===== config.mk =====
export PLATFORM = sky130hd
export DESIGN_NAME = lfsr_prbs_gen
export DESIGN_NICKNAME = d
export VERILOG_FILES = /design/src/rtl/lfsr_prbs_gen.sv
export SDC_FILE = /design/constraint.sdc
export NUM_CORES = 1
export LEC_CHECK = 0
export BUFFER_PORTS_ARGS = -buffer_cell sky130_fd_sc_hd__buf_2
export CORE_MARGIN = 5
export CORE_UTILIZATION = 50
export CTS_CLUSTER_SIZE = 14
export DETAILED_ROUTE_END_ITERATION = 6
export PLACE_DENSITY = 0.75
export SYNTH_ARGS = -nofsm -noshare
export SYNTH_HDL_FRONTEND = slang
export SYNTH_SLANG_ARGS = --single-unit

===== constraint.sdc =====
create_clock -name clk -period 3.47 [get_ports clk]
set_clock_uncertainty 0.2 [all_clocks]
set_input_delay 0.1735 -clock clk [delete_from_list [all_inputs] [get_ports clk]]
set_output_delay 0.1735 -clock clk [all_outputs]
set_load 0.005 [all_outputs]

===== src/rtl/lfsr_prbs_gen.sv =====
// lfsr_prbs_gen: parametrised Fibonacci LFSR pseudo-random word generator.
// The register advances OUT_WIDTH single steps per delivered word. Words are
// handed to a sink over a valid/ready handshake. The block also supports a
// runtime seed load, recovery from the all-zero lock-up state, and a
// wrapping counter of accepted words.
//
// Single step: next[WIDTH-1:1] = cur[WIDTH-2:0], next[0] = ^(cur & TAPS).
// out_data = state[OUT_WIDTH-1:0], so the first bit generated in a word
// ends up as its MSB.
//
// Ports:
//   clk            system clock, rising edge
//   rst            synchronous active-high reset
//   seed_load      load seed_value (zero is replaced by SEED) this cycle
//   seed_value     new seed, WIDTH bits
//   out_valid      out_data holds a valid word
//   out_ready      sink accepts the word
//   out_data       generated word, OUT_WIDTH bits
//   word_count     accepted words, wraps, COUNT_WIDTH bits
//   lockup_err     one-cycle pulse when a zero state is replaced by SEED
//
// Optional build macro LFSR_PRBS_CHECK_EN adds an independent checker LFSR:
//   chk_valid      a word to check is present on chk_data
//   chk_data       word under test, OUT_WIDTH bits
//   chk_err_count  saturating count of mismatching words, 16 bits

module lfsr_prbs_gen #(
  parameter int unsigned      WIDTH       = 8,
  parameter logic [WIDTH-1:0] TAPS        = WIDTH'(8'hB8),
  parameter logic [WIDTH-1:0] SEED        = {WIDTH{1'b1}},
  parameter int unsigned      OUT_WIDTH   = 8,
  parameter int unsigned      COUNT_WIDTH = 32
) (
  input  logic                   clk,
  input  logic                   rst,
  input  logic                   seed_load,
  input  logic [WIDTH-1:0]       seed_value,
  output logic                   out_valid,
  input  logic                   out_ready,
  output logic [OUT_WIDTH-1:0]   out_data,
  output logic [COUNT_WIDTH-1:0] word_count,
  output logic                   lockup_err
`ifdef LFSR_PRBS_CHECK_EN
  ,
  input  logic                   chk_valid,
  input  logic [OUT_WIDTH-1:0]   chk_data,
  output logic [15:0]            chk_err_count
`endif
);

  // Parameter legality, rejected at elaboration.
  if (WIDTH < 2 || WIDTH > 64) begin : g_err_width
    $error("lfsr_prbs_gen: WIDTH must be in 2..64");
  end
  if (OUT_WIDTH < 1 || OUT_WIDTH > WIDTH) begin : g_err_out_width
    $error("lfsr_prbs_gen: OUT_WIDTH must be in 1..WIDTH");
  end
  if (SEED == '0) begin : g_err_seed
    $error("lfsr_prbs_gen: SEED must be nonzero");
  end
  if (TAPS == '0) begin : g_err_taps
    $error("lfsr_prbs_gen: TAPS must be nonzero");
  end

  typedef enum logic [0:0] {
    S_PRIME = 1'b0,
    S_RUN   = 1'b1
  } fsm_e;

  // OUT_WIDTH single steps unrolled into one combinational word step.
  function automatic logic [WIDTH-1:0] word_step(input logic [WIDTH-1:0] cur);
    logic [WIDTH-1:0] s;
    s = cur;
    for (int unsigned i = 0; i < OUT_WIDTH; i++) begin
      s = {s[WIDTH-2:0], ^(s & TAPS)};
    end
    return s;
  endfunction

  fsm_e                   fsm_q;
  logic [WIDTH-1:0]       state_q;
  logic                   out_valid_q;
  logic [COUNT_WIDTH-1:0] word_count_q;
  logic                   lockup_err_q;

  logic [WIDTH-1:0]       step_c;
  logic [WIDTH-1:0]       load_val_c;
  logic                   seed_zero_c;
  logic                   xfer_c;
  logic                   state_zero_c;

  // Next word state, seed substitution and handshake qualifiers.
  always_comb begin
    step_c       = word_step(state_q);
    seed_zero_c  = (seed_value == '0);
    load_val_c   = seed_zero_c ? SEED : seed_value;
    xfer_c       = out_valid_q & out_ready;
    state_zero_c = (state_q == '0);
  end

  // Generator FSM: PRIME computes the first word of a sequence, RUN advances
  // only when the sink takes the current word. A transfer is always counted,
  // even when a seed load in the same cycle replaces the following word.
  always_ff @(posedge clk) begin
    if (rst) begin
      fsm_q        <= S_PRIME;
      state_q      <= SEED;
      out_valid_q  <= 1'b0;
      word_count_q <= '0;
      lockup_err_q <= 1'b0;
    end else begin
      lockup_err_q <= 1'b0;
      if (xfer_c) begin
        word_count_q <= word_count_q + COUNT_WIDTH'(1);
      end
      if (seed_load) begin
        state_q      <= load_val_c;
        lockup_err_q <= seed_zero_c;
        out_valid_q  <= 1'b0;
        fsm_q        <= S_PRIME;
      end else if (state_zero_c) begin
        // A zero state would stick forever; restart from SEED.
        state_q      <= SEED;
        lockup_err_q <= 1'b1;
        out_valid_q  <= 1'b0;
        fsm_q        <= S_PRIME;
      end else begin
        case (fsm_q)
          S_PRIME: begin
            state_q     <= step_c;
            out_valid_q <= 1'b1;
            fsm_q       <= S_RUN;
          end
          S_RUN: begin
            if (xfer_c) begin
              state_q <= step_c;
            end
          end
          default: begin
            fsm_q       <= S_PRIME;
            out_valid_q <= 1'b0;
          end
        endcase
      end
    end
  end

  assign out_valid  = out_valid_q;
  assign out_data   = state_q[OUT_WIDTH-1:0];
  assign word_count = word_count_q;
  assign lockup_err = lockup_err_q;

`ifdef LFSR_PRBS_CHECK_EN
  logic [WIDTH-1:0]     chk_q;
  logic [WIDTH-1:0]     chk_step_c;
  logic [OUT_WIDTH-1:0] chk_exp_c;
  logic [15:0]          chk_err_q;

  // Expected word is the low slice of the checker's next state.
  always_comb begin
    chk_step_c = word_step(chk_q);
    chk_exp_c  = chk_step_c[OUT_WIDTH-1:0];
  end

  // Checker LFSR tracks the stream independently; seed_load wins over a check.
  always_ff @(posedge clk) begin
    if (rst) begin
      chk_q     <= SEED;
      chk_err_q <= '0;
    end else if (seed_load) begin
      chk_q <= load_val_c;
    end else if (chk_valid) begin
      chk_q <= chk_step_c;
      if ((chk_data != chk_exp_c) && (chk_err_q != 16'hFFFF)) begin
        chk_err_q <= chk_err_q + 16'(1);
      end
    end
  end

  assign chk_err_count = chk_err_q;
`endif

endmodule


## Word level (Yosys, flattened, before mapping)

Index checks and enable logic that the tools add are counted.

| storage, ports and cells | value |
|---|---|
| register bits after elaboration | 43 |
| input port bits | 12 |
| output and inout bits | 42 |
| word-level logic and storage cells | 29 |

| cells by class | value |
|---|---|
| bitwise logic cells | 2 |
| add/sub/neg operators | 1 |
| mux-type cells | 8 |
| equality and inequality tests | 1 |
| reduce and logical (&&, ||, !) cells | 12 |

Operators by type and width:

| operator | count |
|---|---|
| 8-bit parity | 8 |
| 32-bit by 1-bit adder with 32-bit output (second input constant) | 1 |
| 8-bit 2-to-1 mux | 4 |
| 8-bit logical NOT | 2 |
| 8-bit one-hot mux with 2 select lines | 1 |
| 4-bit by 2-bit != test with 1-bit output (second input constant) | 1 |
| 1-bit 2-to-1 mux | 3 |
| 3-bit OR reduction | 1 |
| 2-bit OR reduction | 1 |
| 1-bit bitwise AND | 1 |
| 1-bit inverter | 1 |

## Depth between registers and ports, before layout

Gate-level depths: netlist of run 1.

| logic depth | value |
|---|---|
| depth in word-level cells | 6 |
| depth in mapped cells | 7 |
| mapped depth without buffers | 6 |

## Worst setup path after synthesis of run 1

No wires, ideal clock.

| timing | value |
|---|---|
| path type | register to register |
| start point | reg out_valid_q, in the netlist out_valid |
| end point | reg word_count_q[31], in the netlist word_count[31] |
| stages on the path, launching flop included | 5 |
| setup slack | 1.493 ns |
| required time | 3.149 ns |
| data arrival time | 1.656 ns |
| clock period less this slack | 1.977 ns |
| setup time | 0.121 ns |
| buffers on the path | 0 |
| path through | dfxtp_1 nand4_1 or4_1 nor4_2 mux2_2 |

| between the ends | value |
|---|---|
| longest elaborated chain between the ends | 1 |

RTL lines:

| element | RTL line | RTL |
|---|---|---|
| from (decl) | 82 | `logic out_valid_q;` |
| from (signal assigned) | 108 | `out_valid_q <= 1'b0;` |
| from (signal assigned) | 119 | `out_valid_q <= 1'b0;` |
| from (signal assigned) | 125 | `out_valid_q <= 1'b0;` |
| 1-bit bitwise AND | 97 | `xfer_c = out_valid_q & out_ready;` |
| to (signal assigned) | 114 | `word_count_q <= word_count_q + COUNT_WIDTH'(1);` |
| to (decl) | 83 | `logic [COUNT_WIDTH-1:0] word_count_q;` |

No other way between the ends.
A chain may end at the register's enable or synchronous reset.

## Worst setup path after layout of run 1

| timing | value |
|---|---|
| start point | in out_ready |
| end point | reg word_count_q[18], in the netlist word_count[18] |

| between the ends | value |
|---|---|
| longest elaborated chain between the ends | 1 |

RTL lines:

| element | RTL line | RTL |
|---|---|---|
| from (decl) | 39 | `input logic out_ready,` |
| 1-bit bitwise AND | 97 |  |

No other way between the ends.

==> flow_summary.json, run 1 <==
{
  "num_vias": 2172,
  "wl_per_cell_um": 15.0,
  "stdcell_count": 369,
  "required_ps": 3490,
  "ys_ff_latch": 43,
  "grt_usage_pct": 18.2,
  "clkTransAtPathRegs_ps": 80,
  "crit_arrival_ps": 2330,
  "crit_path_end_kind": "register",
  "vdd_drop_max_uv": 269,
  "synth_top_area_cell": "dfxtp_1",
  "post-route-util_pct": 60.8,
  "initial_core_util_pct": 52.6,
  "ys.flop_type": "dfxtp_1",
  "total_power_mw": 1.23,
  "final_nets": 332,
  "postRouteAntennaNets": 0,
  "synth_top_area_share_pct": 36.8,
  "io_buffer_count": 53,
  "post_cts_buffers": 0,
  "mostFrequentLayoutCells": "buf_2, dfxtp_1, a21oi_1, nor2_1, or4_1",
  "ios": 54,
  "area_delta_synth_final_pct": 15.6,
  "core_um2": 4440,
  "dp.cells": 358,
  "synth_cells": 266,
  "worst_skew_pair.late_latency_ps": 290,
  "tns_ps": 0,
  "synth_async_sr_flop_share_pct": 0,
  "drtIter0Drc": 213,
  "routed_wl_um": 5550,
  "timing.hold.ws_ps": 7.80,
  "final_layout_size_suffix_gt1_share_pct": 21.8,
  "finalSetupViolations": 0,
  "p_leak_nw": 1.14,
  "ys_top_cells_by_area": "dfxtp_1, a21oi_1, or4_1",
  "report.final.slew_viol_count": 0,
  "post-route-min-period_ps": 2310,
  "fmax_ghz": 0.433,
  "worst_pin_slew_ps": 836,
  "hpwl_um": 3990,
  "cts_buffers": 5,
  "cp_slowest_stage_delay_ps": 620,
  "final_common_cell": "buf_2",
  "drc": 0,
  "path_max_fanout": 15,
  "grt_overflow": 0,
  "hold_viol": 0,
  "final_area_um2": 2700,
  "clkSinkCount": 43,
  "hold_class": "input port to register",
  "die_x_um": 78.4,
  "grt_antenna_before_repair": 0,
  "slowest_stage": "or4_1",
  "root_buffer": "clkbuf_8",
  "yosys_warnings": 0,
  "finalCritPeriodShare_pct": 66.6,
  "synth_fp_nets": 282,
  "n_antenna_cell": 0,
  "die-area_um2": 6150,
  "synth_edf_count": 0,
  "critPathKind": "input port to register",
  "ctsHtreeMaxLevel": 2,
  "cp_cell_sequence": "dlygate4sd3_1 -> buf_2 -> and4_4 -> nand4_2 -> or4_1 -> a21oi_1",
  "pre_cts_ws_ps": 1180,
  "avgSynthCellArea_um2": 8.80,
  "cp-start-kind": "input port",
  "ys_seq_area_share_pct": 36.8,
  "syn_area_um2": 2340,
  "chipHeight_um": 78.4,
  "status": "complete, no violations",
  "rsz0062_at_grt": "false",
  "postCtsResizedCells": 0,
  "grt_start_max_net_pins": 47,
  "num_rows": 24,
  "p_per_area_nw_per_um2": 453,
  "grt_pass1_wl_um": 9290,
  "tritoncts": "done",
  "clockBufferDepth": 2,
  "gp_congestion": 0.926,
  "grt_pass1_vias": 1946,
  "layout_setup_ws_ps": 1160,
  "dr.pass1.iters": 4,
  "cap_violations": 0,
  "dpl_cell_area_um2": 2590,
  "cts_hold_buf": 3,
  "vias_per_cell": 5.89,
  "max-slew-margin-rel_pct": 44.2,
  "synth_cell_type_count": 41
}
==> state kept, by name, summed over array words and instances (netlist names) <==
signal / flops
fsm_q: 1
lockup_err: 1
out_data: 8
out_valid: 1
word_count: 32
==> cell usage after synthesis (all sizes together), types with 9 or more instances <==
library cell  count
a21oi            29
nor2             19
xnor2            10
inv              10
nand3            14
nand2            13
nand4            13
o31ai            16
o21ai             9
or4              19
dfxtp            43
xor2             14
==> cells by family after synthesis <==
family / after synthesis / share of synthesized area [%]
simple gates: 102 / 26.8
compound gates: 64 / 16.7
flops: 43 / 36.8
xor+xnor: 26 / 11.0
buf+inv: 24 / 5.24
fa+ha+maj: 4 / 2.14
mux: 3 / 1.34
==> worst max-delay path: cells and delay by family <==
family,cells,cell delay (ps)
buffers and inverters,2,680
and+or+nand+nor,3,1310
AOI/OAI and AO/OA,1,160
==> power by group <==
part	total, mW	internal [mW]	switching (mW)
sequential	0.559	0.520	0.0387
combinational	0.363	0.192	0.172
clock	0.303	0.141	0.162
==> layout make-up <==
class	instances	area (µm²)
Multi-Input combinational cell	199	1360
Sequential cell	43	861
Inverter	10	37.5
Tap cell	52	65.1
Fill cell	415	1740
Clock inverter	1	5.00
Timing Repair Buffer	57	303
Clock buffer	7	76.3
==> worst paths after layout <==
path	from	endpoint	slack (ps)	cells past startpoint
setup / recovery	out_ready	word_count[18]	1160	6
hold / removal	seed_value[2]	out_data[2]	8	3
setup reg to reg	word_count[4]	word_count[18]	1170	4
hold reg to reg	word_count[15]	word_count[15]	300	2
==> per-layer routing <==
layer	wire length (µm)	part of all wire [%]	vias to the layer above	global-route usage (%)
met5	0	0	-	0
met4	68	1.2	0	5.07
met3	344	6.2	8	4.35
met2	2670	48	62	31.1
met1	2460	44	1008	22.9
li1	-	-	1094	-
(Power assumes the default switching activity.)
==> inputs of run 2 (changes only) <==
--- a/config.mk
+++ b/config.mk
@@ -7,7 +7,7 @@
 export LEC_CHECK = 0
 export BUFFER_PORTS_ARGS = -buffer_cell sky130_fd_sc_hd__buf_2
 export CORE_MARGIN = 5
-export CORE_UTILIZATION = 50
+export CORE_UTILIZATION = 48
 export CTS_CLUSTER_SIZE = 14
 export DETAILED_ROUTE_END_ITERATION = 6
 export PLACE_DENSITY = 0.75
==> constraint.sdc (replaced) <==
create_clock -name clk -period 2.07 [get_ports clk]
set_clock_uncertainty 0.2 [all_clocks]
set_input_delay 0.1035 -clock clk [delete_from_list [all_inputs] [get_ports clk]]
set_output_delay 0.1035 -clock clk [all_outputs]
set_load 0.005 [all_outputs]
==> run 2 against run 1 <==
Final area is 14% higher. Register-to-register slack worse by 1100 ps. Die area rose by 3.6%. Largest power group unchanged. First-iteration DRC count fell by 30%. Via count increased by 10%. Non-clock buffer count increased by 42. Sequential share of layout area down 3.9 points. Critical path depth is 1 higher. Critical endpoint is now out_data[6].
==> flow_summary.json, run 2 (synthesis gave the netlist of run 1 again) <==
{
  "initial_core_util_pct": 49.5,
  "finalSetupViolations": 0,
  "worst_r2r_path_depth": 7,
  "rrSetupSlack_ps": 60,
  "io_buffer_count": 53,
  "ctsHtreeMaxLevel": 2,
  "num_vias": 2399,
  "path_max_fanout": 8,
  "core_um2": 4720,
  "critPathKind": "register to register",
  "ios": 54,
  "crit_arrival_ps": 2030,
  "cp_cell_sequence": "inv_1 -> ha_1 -> and4b_1 -> a211oi_2 -> buf_4 -> a211oi_1 -> a22oi_1",
  "hpwl_um": 4580,
  "clkTransAtPathRegs_ps": 80,
  "status": "complete, no violations",
  "grt_pass1_wl_um": 10500,
  "timing.hold.ws_ps": 10.1,
  "drtIter0Drc": 149,
  "wl_per_cell_um": 14.8,
  "worst_pin_slew_ps": 494,
  "final_nets": 374,
  "postRouteAntennaNets": 0,
  "crit_path_end_kind": "register",
  "cap_violations": 0,
  "die_x_um": 79.8,
  "n_antenna_cell": 0,
  "fmax_ghz": 0.497,
  "grt_start_max_net_pins": 27,
  "vias_per_cell": 5.64,
  "final_layout_size_suffix_gt1_share_pct": 31.6,
  "stdcell_count": 425,
  "clockBufferDepth": 2,
  "rr_startpoint": "out_data[5]",
  "rsz0062_at_grt": "false",
  "p_leak_nw": 1.37,
  "gp_congestion": 0.827,
  "worstHoldEndpoint": "out_data[5]",
  "drc": 0,
  "grt_antenna_before_repair": 0,
  "dpl_cell_area_um2": 2890,
  "die-area_um2": 6370,
  "slowest_stage": "dfxtp_1",
  "chipHeight_um": 79.8,
  "dr.pass1.iters": 4,
  "tritoncts": "done",
  "num_rows": 25,
  "required_ps": 2090,
  "dp.cells": 410,
  "root_buffer": "clkbuf_8",
  "final_common_cell": "buf_2",
  "mostFrequentLayoutCells": "buf_2, dfxtp_1, buf_4, a21oi_1",
  "p_per_area_nw_per_um2": 699,
  "grt_pass1_vias": 2285,
  "post-route-min-period_ps": 2010,
  "cp-start-kind": "register",
  "worst_skew_pair.late_latency_ps": 290,
  "min_path_cells": 3,
  "grt_usage_pct": 20.4,
  "area_delta_synth_final_pct": 31.9,
  "hold_class": "input port to register",
  "cp_num_buf_inv": 2,
  "tns_ps": 0,
  "cp_slowest_stage_delay_ps": 450,
  "final_area_um2": 3090,
  "post_cts_buffers": 0,
  "largest_register_ffs": 32,
  "report.final.slew_viol_count": 0,
  "hold_viol": 0,
  "clkSinkCount": 43,
  "vdd_drop_max_uv": 629,
  "min-delay-start": "seed_value[5]",
  "grt_overflow": 0,
  "reg2reg_to": "out_data[6]",
  "finalCritPeriodShare_pct": 97.1,
  "crit_family": "compound AO/OA/AOI/OAI gates",
  "post-route-util_pct": 65.4,
  "routed_wl_um": 6280,
  "cts_buffers": 5,
  "max-slew-margin-rel_pct": 67.0,
  "fillerInstances": 393
}
==> run 2: per-stage QoR <==
stage	power [mW]	setup WS, ps
3_5_place_dp	1.61	75.3
2_1_floorplan	1.40	92.9
4_1_cts	2.15	36.3
5_1_grt	2.29	10.4
6_report	2.16	59.8
3_3_place_gp	1.59	127
==> run 2: repair_timing <==
action	CTS	global route
hold buffers	8	0
gates resized for setup	0	7
endpoints found under the setup margin	0	14
hold endpoints to repair	8	0
==> run 2: how the worst max path moves through the flow <==
stage,cells after the start,end,slack (ps),from
3_3_place_gp,4,word_count[31],130,word_count[2]
6_report,7,out_data[6],60,out_data[5]
2_1_floorplan,4,word_count[31],90,out_valid
3_5_place_dp,4,word_count[31],80,word_count[13]
4_1_cts,6,out_data[6],40,seed_value[0]
5_1_grt,4,word_count[31],10,out_valid
==> run 2: area by class of cell <==
class,count,area (µm²),area share (%)
clock inverter,1,5.00,0.162
inverter,10,37.5,1.22
timing repair buffer,99,631,20.4
sequential,43,862,27.9
clock buffer,6,82.6,2.68
tap,67,83.8,2.72
multi-input combinational,199,1390,44.9
==> run 2: worst register-to-register path, stage by stage (launching register included) <==
cell and delay, ps:
dfxtp_1 450, inv_1 70, ha_1 180, and4b_1 250, a211oi_2 290, buf_4 200
a211oi_1 80, a22oi_1 220
==> run 2: power breakdown <==
part / leakage, nW / internal [mW] / switching (mW)
Clock: 0.0470 / 0.262 / 0.276
Sequential: 0.350 / 0.872 / 0.0458
Combinational: 0.975 / 0.395 / 0.307
==> run 2: layer usage <==
metal	GRT usage, %	vias up	wire [µm]	part of all wire (%)
met2	35.5	73	3200	51
met1	25.8	1143	2680	43
met4	5.41	0	68	1.1
met3	3.84	9	331	5.3
met5	0	-	0	0
li1	-	1174	-	-
==> inputs of run 3 (changes only) <==
--- a/config.mk
+++ b/config.mk
@@ -11,6 +11,7 @@
 export CTS_CLUSTER_SIZE = 14
 export DETAILED_ROUTE_END_ITERATION = 6
 export PLACE_DENSITY = 0.75
+export SETUP_SLACK_MARGIN = 0.2
 export SYNTH_ARGS = -nofsm -noshare
 export SYNTH_HDL_FRONTEND = slang
 export SYNTH_SLANG_ARGS = --single-unit
==> run 3 against run 2 <==
Routed wire length rose by 20%. Register-to-register slack improved by 99 ps. Sequential share of layout area fell by 2.1 points. Clock-buffer cell count rose by 2. Worst hold slack improved by 11 ps. Critical path type unchanged. Final area rose by 13%. First-iteration DRC count rose by 52%. Combinational power rose by 22%. Via count rose by 5.9%. Worst setup slack improved by 99 ps. Sequential power rose by 0.4%. Final cell count rose by 5.2%.
==> flow_summary.json, run 3 (synthesis gave the netlist of run 1 again) <==
{
  "drtIter0Drc": 226,
  "grt_pass1_wl_um": 10900,
  "num_vias": 2540,
  "clockBufferDepth": 2,
  "drc": 0,
  "reg2reg_to": "word_count[14]",
  "wl_per_cell_um": 16.9,
  "worst_skew_pair.late_latency_ps": 300,
  "core_um2": 4720,
  "clkTransAtPathRegs_ps": 80,
  "die_x_um": 79.8,
  "rrSetupSlack_ps": 160,
  "cap_violations": 0,
  "final_area_um2": 3470,
  "crit_path_end_kind": "register",
  "post-route-min-period_ps": 1910,
  "critPathKind": "register to register",
  "use_met2_pct": 38.1,
  "p_per_area_nw_per_um2": 683,
  "clkSinkCount": 43,
  "p_leak_nw": 1.55,
  "hold_viol": 0,
  "rsz0062_at_grt": "true",
  "crit_end": "word_count[14]",
  "die-area_um2": 6370,
  "rr_startpoint": "word_count[6]",
  "io_buffer_count": 53,
  "path_max_fanout": 5,
  "grt_start_max_net_pins": 26,
  "n_antenna_cell": 0,
  "grt_util_met3_pct": 5.19,
  "grt_usage_pct": 21.5,
  "dr.pass1.iters": 4,
  "hold_class": "input port to register",
  "finalCritPeriodShare_pct": 92.3,
  "area_delta_synth_final_pct": 48.5,
  "ios": 54,
  "crit_path_start": "word_count[6]",
  "required_ps": 2100,
  "grt_pass1_vias": 2357,
  "dpl_cell_area_um2": 2840,
  "postRouteAntennaNets": 0,
  "vdd_drop_max_uv": 633,
  "gp_congestion": 0.847,
  "worst_r2r_path_depth": 5,
  "use_met1_pct": 25.0,
  "status": "complete, no violations",
  "grt_antenna_before_repair": 0,
  "num_rows": 25,
  "final_nets": 395,
  "worst_pin_slew_ps": 487,
  "hpwl_um": 4520,
  "vias_per_cell": 5.68,
  "crit_arrival_ps": 1940,
  "report.final.slew_viol_count": 0,
  "chipHeight_um": 79.8,
  "cts_buffers": 5,
  "cp-start-kind": "register",
  "finalSetupViolations": 0,
  "tritoncts": "done",
  "tns_ps": 0,
  "mostFrequentLayoutCells": "buf_2, buf_4, dfxtp_1, a21oi_1, nor2_1",
  "final_layout_size_suffix_gt1_share_pct": 45.0,
  "max-slew-margin-rel_pct": 67.3,
  "initial_core_util_pct": 49.5,
  "grt-busiest-layer": "met2",
  "fmax_ghz": 0.523,
  "routed_wl_um": 7560,
  "largest_register_ffs": 32,
  "ctsHtreeMaxLevel": 2,
  "grt_overflow": 0,
  "root_buffer": "clkbuf_8"
}
[run 3: cell count changes in the layout (fill, tap and decap cells not counted), moves of 3 or more]
cell / delta
nand4_4: +3
ha_1: -3
a21oi_1: -4
dfxtp_4: +6
or4_4: +6
buf_4: +15
or4_1: -6
dfxtp_1: -15
dfxtp_2: +9
a21oi_2: +4
[run 3: layout make-up]
cell class | instances | area [µm²]
multi-input combinational | 202 | 1580
fill | 337 | 1250
sequential | 43 | 896
timing repair buffer | 117 | 779
clock buffer | 8 | 100
tap | 67 | 83.8
inverter | 10 | 37.5
[run 3: how the worst min path moves through the flow]
stage                       start            end  slack [ps]  cells past startpoint
CTS                     out_ready  word_count[2]          20                      4
detailed placement  seed_value[2]    out_data[2]         210                      3
global route                  rst          fsm_q          40                      2
finish                  out_ready  word_count[2]          20                      4
floorplan               out_ready  word_count[1]          60                      2
global placement    seed_value[0]    out_data[0]         200                      3
[run 3: repair_timing]
item,CTS,global route
gates resized for setup,14,43
cloned,1,2
pin swaps,5,23
setup endpoints to repair,21,26
setup buffers,7,18
hold buffers,9,0
endpoints found under the hold margin,9,0
[run 3: worst max-delay path: stages (launching register included)]
cell     delay (ps)
dfxtp_1         350
and4_4          270
buf_4           140
nand4_2         170
or4_1           540
a21oi_1         170
[run 3: metal layers]
metal | up-vias | wire (µm)
li1 | 1231 | -
met4 | 0 | 187
met2 | 86 | 4000
met3 | 17 | 413
met1 | 1206 | 2960
met5 | - | 0
[run 3: power by group]
part           internal, mW  total, mW  leakage [nW]  switching [mW]
Combinational         0.485      0.854          1.14           0.369
Sequential            0.877      0.922         0.354          0.0446
Clock                 0.305      0.597        0.0515           0.292
Total                  1.67       2.37          1.55           0.706
[run 3: through the flow]
| step | total power [mW] | setup WS, ps | util, % | std cells | hold WS (ps) |
|---|---|---|---|---|---|
| global route | 2.51 | 102 | 73.6 | 447 | 44.0 |
| CTS | 2.30 | 103 | 66.8 | 427 | 20.7 |
| floorplan | 1.41 | 172 | - | 266 | 64.4 |
| detailed placement | 1.63 | 88.1 | 60.2 | 402 | 215 |
| finish | 2.37 | 159 | 73.6 | 447 | 20.9 |
| global placement | 1.62 | 137 | 60.2 | 402 | 200 |
